--- src/rtl/hdbn_encoder_if.sv ---
// Bit-source / line-driver side of the HDBn encoder.
// The source drives the i_* signals; the encoder returns ternary symbols on o_*.
interface hdbn_encoder_if;
    logic       i_data;       // binary input bit
    logic       i_valid;      // i_data is accepted on this rising edge
    logic       i_mode;       // 1 = HDBn substitution, 0 = plain AMI
    logic [1:0] o_hdb3_code;  // 00 = 0, 01 = +1, 10 = -1
    logic       o_valid;      // new symbol this cycle (one-cycle strobe)
    logic       o_v_flag;     // current symbol is a violation pulse
    logic       o_b_flag;     // current symbol is an inserted B pulse

    // Bit source / stimulus side
    modport master (
        output i_data, i_valid, i_mode,
        input  o_hdb3_code, o_valid, o_v_flag, o_b_flag
    );

    // Encoder side
    modport slave (
        input  i_data, i_valid, i_mode,
        output o_hdb3_code, o_valid, o_v_flag, o_b_flag
    );
endinterface

--- src/rtl/hdbn_encoder.sv ---
// HDBn line encoder with configurable zero-run limit (HDB3 at N_ZERO=4,
// B3ZS-style at N_ZERO=3) and a plain AMI bypass mode.
//
// Every accepted bit enters an N_ZERO-deep look-ahead pipeline. When the
// N_ZERO-th consecutive zero arrives, the new slot is marked V and, if the
// number of pulses since the last violation is even, the first zero of the
// run (the slot about to reach the pipeline end) is marked B. The slot that
// leaves the pipeline is turned into a ternary symbol using the running
// polarity. Symbol for accepted bit k is presented with accept k+N_ZERO.
//
// N_ZERO must lie in 2..16 and 2**CNT_W must exceed N_ZERO.
module hdbn_encoder #(
    parameter int N_ZERO = 4,
    parameter int CNT_W  = 5
) (
    input  logic          i_clk,
    input  logic          i_rst,
    hdbn_encoder_if.slave bus
);

    typedef enum logic [1:0] {
        SYM_ZERO = 2'b00,
        SYM_POS  = 2'b01,
        SYM_NEG  = 2'b10
    } sym_t;

    // One pipeline slot: the original bit plus the substitution marks.
    typedef struct packed {
        logic data;
        logic b;
        logic v;
    } slot_t;

    localparam logic [CNT_W-1:0] FULL_CNT = CNT_W'(N_ZERO);
    localparam logic [CNT_W-1:0] RUN_LAST = CNT_W'(N_ZERO - 1);
    localparam logic [CNT_W-1:0] CNT_ONE  = CNT_W'(1);

    // Registered state and its next-state values
    slot_t [N_ZERO-1:0] sr_q, sr_d;
    logic [CNT_W-1:0]   fill_q, fill_d;
    logic [CNT_W-1:0]   zc_q, zc_d;
    logic               last_pos_q, last_pos_d;  // 1 = last non-V pulse was +1
    logic               parity_q, parity_d;      // pulses since last V, mod 2
    sym_t               code_q, code_d;
    logic               valid_q, valid_d;
    logic               v_flag_q, v_flag_d;
    logic               b_flag_q, b_flag_d;

    // Per-accept working signals
    logic  accept;
    logic  full;
    slot_t exit_slot;
    logic  exit_pulse;
    slot_t new_slot;
    logic  insert_b;

    assign accept     = bus.i_valid;
    assign full       = (fill_q == FULL_CNT);
    assign exit_slot  = sr_q[N_ZERO-1];
    assign exit_pulse = exit_slot.data | exit_slot.b;

    // Output stage: encode the exiting slot and advance polarity / parity
    always_comb begin
        // NOTE: every signal written here gets a default first, so no path can infer a latch.
        code_d     = code_q;
        v_flag_d   = v_flag_q;
        b_flag_d   = b_flag_q;
        valid_d    = 1'b0;
        last_pos_d = last_pos_q;
        parity_d   = parity_q;
        fill_d     = fill_q;

        if (accept) begin
            if (full) begin
                valid_d  = 1'b1;
                code_d   = SYM_ZERO;
                v_flag_d = 1'b0;
                b_flag_d = 1'b0;
                if (exit_pulse) begin
                    // Ordinary mark or B pulse: alternate polarity.
                    code_d     = last_pos_q ? SYM_NEG : SYM_POS;
                    last_pos_d = ~last_pos_q;
                    parity_d   = ~parity_q;
                    b_flag_d   = exit_slot.b;
                end else if (exit_slot.v) begin
                    // Violation repeats the previous polarity and restarts
                    // the pulse parity for the next substitution.
                    code_d   = last_pos_q ? SYM_POS : SYM_NEG;
                    v_flag_d = 1'b1;
                    parity_d = 1'b0;
                end
            end else begin
                fill_d = fill_q + CNT_ONE;
            end
        end
    end

    // Input stage: zero-run counting and substitution decision
    always_comb begin
        zc_d          = zc_q;
        new_slot      = '0;
        new_slot.data = bus.i_data;
        insert_b      = 1'b0;

        if (accept) begin
            if (bus.i_data || !bus.i_mode) begin
                // A mark, or AMI mode, ends (and discards) any partial run.
                zc_d = '0;
            end else if (zc_q == RUN_LAST) begin
                new_slot.v = 1'b1;
                zc_d       = '0;
                // parity_d already accounts for the slot leaving this cycle,
                // including a V that clears the parity as it exits.
                insert_b   = ~parity_d;
            end else begin
                zc_d = zc_q + CNT_ONE;
            end
        end
    end

    // Pipeline shift: new bit enters slot 0, the first zero of a
    // substituted run lands in the last slot carrying its B mark
    always_comb begin
        sr_d = sr_q;
        if (accept) begin
            sr_d = {sr_q[N_ZERO-2:0], new_slot};
            if (insert_b) begin
                sr_d[N_ZERO-1].b = 1'b1;
            end
        end
    end

    // State register with asynchronous reset
    always_ff @(posedge i_clk or posedge i_rst) begin
        if (i_rst) begin
            // NOTE: the look-ahead pipeline is reset too, because stale marks
            // left in it would otherwise corrupt the first substitution.
            sr_q       <= '0;
            fill_q     <= '0;
            zc_q       <= '0;
            last_pos_q <= 1'b0;
            parity_q   <= 1'b0;
            code_q     <= SYM_ZERO;
            valid_q    <= 1'b0;
            v_flag_q   <= 1'b0;
            b_flag_q   <= 1'b0;
        end else begin
            // NOTE: state uses non-blocking assignments so all registers update together at the edge.
            sr_q       <= sr_d;
            fill_q     <= fill_d;
            zc_q       <= zc_d;
            last_pos_q <= last_pos_d;
            parity_q   <= parity_d;
            code_q     <= code_d;
            valid_q    <= valid_d;
            v_flag_q   <= v_flag_d;
            b_flag_q   <= b_flag_d;
        end
    end

    assign bus.o_hdb3_code = code_q;
    assign bus.o_valid     = valid_q;
    assign bus.o_v_flag    = v_flag_q;
    assign bus.o_b_flag    = b_flag_q;

endmodule

--- src/flat_wrapper.sv ---
// flat-port wrapper written by rule: the top's interface ports become plain ports
module hdbn_encoder_flat 
#(
    parameter int N_ZERO = 4,
    parameter int CNT_W  = 5
)
  (i_clk, i_rst, bus_i_data, bus_i_valid, bus_i_mode, bus_o_hdb3_code, bus_o_valid, bus_o_v_flag, bus_o_b_flag);
  hdbn_encoder_if bus_i ();
  input  logic i_clk;
  input  logic i_rst;
  input wire logic [$bits(bus_i.i_data)-1:0] bus_i_data;
  input wire logic [$bits(bus_i.i_valid)-1:0] bus_i_valid;
  input wire logic [$bits(bus_i.i_mode)-1:0] bus_i_mode;
  output wire logic [$bits(bus_i.o_hdb3_code)-1:0] bus_o_hdb3_code;
  output wire logic [$bits(bus_i.o_valid)-1:0] bus_o_valid;
  output wire logic [$bits(bus_i.o_v_flag)-1:0] bus_o_v_flag;
  output wire logic [$bits(bus_i.o_b_flag)-1:0] bus_o_b_flag;
  assign bus_i.i_data = bus_i_data;
  assign bus_i.i_valid = bus_i_valid;
  assign bus_i.i_mode = bus_i_mode;
  assign bus_o_hdb3_code = bus_i.o_hdb3_code;
  assign bus_o_valid = bus_i.o_valid;
  assign bus_o_v_flag = bus_i.o_v_flag;
  assign bus_o_b_flag = bus_i.o_b_flag;
  hdbn_encoder #(.N_ZERO(N_ZERO), .CNT_W(CNT_W)) u_core (.i_clk(i_clk), .i_rst(i_rst), .bus(bus_i));
endmodule
--- config.mk ---
export PLATFORM = sky130hd
export DESIGN_NAME = hdbn_encoder_flat
export DESIGN_NICKNAME = d
export VERILOG_FILES = /design/src/rtl/hdbn_encoder_if.sv /design/src/rtl/hdbn_encoder.sv /design/src/flat_wrapper.sv
export SDC_FILE = /design/constraint.sdc
export NUM_CORES = 1
export LEC_CHECK = 0
export ABC_AREA = 0
export CORE_ASPECT_RATIO = 0.8
export CORE_MARGIN = 3
export CORE_UTILIZATION = 55
export CTS_CLUSTER_SIZE = 28
export DETAILED_ROUTE_END_ITERATION = 8
export PLACE_DENSITY = 0.76
export SLEW_MARGIN = 20
export SYNTH_ARGS = -nofsm -noshare
export SYNTH_HDL_FRONTEND = slang
export SYNTH_SLANG_ARGS = --single-unit
--- constraint.sdc ---
create_clock -name i_clk -period 4.5 [get_ports i_clk]
set_clock_uncertainty 0.05 [all_clocks]
set_input_delay 0.9 -clock i_clk [delete_from_list [all_inputs] [get_ports i_clk]]
set_output_delay 0.9 -clock i_clk [all_outputs]
set_load 0.03 [all_outputs]
==> flow_metrics.tcl <==
set metrics [dict create \
    worst_r2r_startpoint "u_core.fill_q[0]$_DFFE_PP0P_" \
    die_h_um 47.7 \
    viasPerCell 5.61 \
    netlist_top_cells_area "dfrtp_1 54%, mux2_2 7.5%, ha_1 3.1%" \
    syn-mean-instance-area_um2 12.1 \
    worstMarginPinSlew_ns 0.948 \
    status "finished, final reports clean" \
    post-synth-top-area-fraction_pct 54.4 \
    unrepaired_setup_endpoints_after_global_routing "no" \
    worstSkewPairLatency_ns 0.31 \
    end_kind "register" \
    finalHoldViolCount 0 \
    routed_wl_um 1750 \
    min_period_over_period_pct 54.7 \
    layout.filler_cells 150 \
    hold_path.class "reg2reg" \
    seqCellArea_um2 651 \
    maximum_number_of_pins_on_one_net_before_global_route_repair 27 \
    synth.most_common_cell "dfrtp_1" \
    hold_path.startpoint "u_core.fill_q[4]$_DFFE_PP0P_" \
    max-slew-margin-rel_pct 36.7 \
    power.leakage_nw 0.625 \
    cts_root_buffer "clkbuf_4" \
    clk_pin_slew_worst_paths_ns 0.13 \
    number_of_global_route_vias_before_repair 629 \
    synth-async-reset-ratio_pct 100 \
    post_synth_num_cell_types 33 \
    irDropWorstVdd_uv 431 \
    worst_hold_path.num_cells 1 \
    critical_path_peak_fanout 24 \
    critical_path_class "in2reg" \
    design.final.nets 119 \
    reg2reg_slack_ns 2.85 \
    clock_sink_count 26 \
    post_synthesis_cells 99 \
    timing.reg2reg.worst_path_depth 5 \
    floorplan.rows 14 \
    worstPathRequired_ns 4.62 \
    placedInstanceArea_mm2 0.00131 \
    dpl.hpwl_um 1300 \
    cts_tree "done" \
    core_area_mm2 0.00196 \
    buffers_on_ports 9 \
    synth_seq_area_share_pct 54.4 \
    max_cap_violations 0 \
    tns_ns 0 \
    most_numerous_cell_types_in_the_synthesized_netlist "26 x dfrtp_1, 8 x mux2_2, 7 x inv_1, 7 x o21ai_0" \
    mappedNetlistArea_mm2 0.00120 \
    finalCriticalPeriod_ns 2.46 \
    cts_resized 0 \
    cts_max_path_buffers 2 \
    timing.final.max_slew_violations 0 \
    drc_errors 0 \
    critical_path.startpoint_type "input pin" \
    grt_overflow 0 \
    worstHoldEndpoint "u_core.fill_q[4]$_DFFE_PP0P_" \
    setup_viol_count_final 0 \
    route.antenna.remaining_nets 0 \
    post_syn_nets 107 \
    antenna_found_initial 0 \
    insertedDiodeCount 0 \
    fp.dieArea_mm2 0.00277 \
    area_growth_pct 13.7 \
    netlist.top_cell.by_area "dfrtp_1" \
    design.portCount 10 \
    timing.fmax_ghz 0.406 \
    initial_utilization_pct 61.0 \
    final_layout_size_suffix_gt1_share_pct 14.5 \
    rr_endpoint "u_core.bus.o_hdb3_code[0]$_DFFE_PP0P_" \
    floorplan.die.width_um 58.1 \
    cts.repair_timing.setup_buffer_count 0 \
    yosys_warnings 0 \
    multi_input_gate_area_um2 510 \
    grt_use_total_pct 13.5 \
    tritoncts_buffer_count 3 \
    drt_first_pass_iters 4 \
    grt_first_pass_wirelength_um 2770 \
    route.detailed.wl_per_inst_um 13.0 \
    critPathArrivalTime_ns 2.58 \
    powerDensity_mw_per_mm2 470 \
    ys_ff_latch 26 \
    most_frequently_used_flop_master_after_synthesis "dfrtp_1" \
    clock_tree.htree_level_count 1 \
    postLayoutCellArea_mm2 0.00136 \
    drt_iter0_markers 18 \
    via_count 752 \
    cts_hold_repair.buffers 0 \
    synth_enable_flop_cells 0 \
    gpl.final_weighted_congestion 0.777 \
]
==> placed cells by master, fill, tap and decap left out, types with 3 or more instances in the layout <==
cell type / count
o21ai_0: 7
inv_1: 7
dfrtp_1: 26
nor2_1: 3
nand3_1: 3
mux2_1: 3
ha_1: 3
xnor2_1: 3
nor2b_1: 4
clkbuf_4: 3
a32o_1: 3
mux2_2: 8
clkdlybuf4s50_1: 9
nor3_1: 4
==> critical path, cell delays in order <==
cell and delay [ns]:
clkdlybuf4s50_1 1.01, inv_1 0.27, a211oi_2 0.28, o32ai_1 0.12
==> cells by family after synthesis <==
logic type | after synthesis | synth area share [%]
flops | 26 | 54.4
mux | 11 | 10.4
fa+ha+maj | 3 | 3.14
compound gates | 19 | 11.1
xor+xnor | 5 | 3.66
simple gates | 26 | 14.4
buf+inv | 9 | 2.93
==> how the worst max path moves through the flow <==
stage	from	end	slack (ns)	depth (start not counted)
CTS	bus_i_valid	u_core.exit_slot[1]$_DFFE_PP0P_	2.04	4
floorplan	bus_i_valid	u_core.zc_q[2]$_DFFE_PP0P_	2.88	3
global placement	bus_i_valid	u_core.bus.o_hdb3_code[0]$_DFFE_PP0P_	1.75	3
global route	bus_i_valid	u_core.fill_q[3]$_DFFE_PP0P_	1.86	4
detailed placement	bus_i_valid	u_core.exit_slot[1]$_DFFE_PP0P_	1.68	4
finish	bus_i_valid	u_core.exit_slot[1]$_DFFE_PP0P_	2.04	4
==> registers in the layout, summed over array words and instances (netlist names), 2 cells and up <==
| register | cells |
|---|---|
| u_core.bus.o_hdb3_code | 2 |
| u_core.sr_q | 6 |
| u_core.exit_slot | 3 |
| u_core.fill_q | 5 |
| u_core.zc_q | 5 |
==> metrics by stage <==
stage	total power, mW	instances	setup WS (ns)	util [%]	hold slack, ns
final	0.640	134	2.04	69.3	0.448
after global routing	0.675	134	1.86	69.3	0.457
after CTS	0.648	134	2.04	69.3	0.451
after detailed placement	0.492	130	1.68	66.6	0.431
after global placement	0.484	130	1.75	66.6	0.419
after floorplan	0.443	99	2.88	-	0.402
==> power breakdown <==
part	switching [mW]	total (mW)	internal, mW
Sequential	0.0449	0.327	0.282
Clock	0.0652	0.155	0.0900
Combinational	0.0732	0.157	0.0840
==> layout make-up <==
class                      count  area share (%)
sequential                    26            47.8
inverter                       7            1.93
clock buffer                   3            1.66
clock inverter                 1            2.21
timing repair buffer           9            6.62
tap                           24            2.21
multi-input combinational     64            37.5
==> routing by layer <==
layer | GRT usage, % | up-vias | wire length (um)
li1 | - | 381 | -
met4 | 4.17 | 0 | 17
met3 | 4.85 | 2 | 81
met5 | 0 | - | 0
met2 | 21.2 | 16 | 777
met1 | 18.0 | 353 | 870
Power figures use the tool's default switching activity.
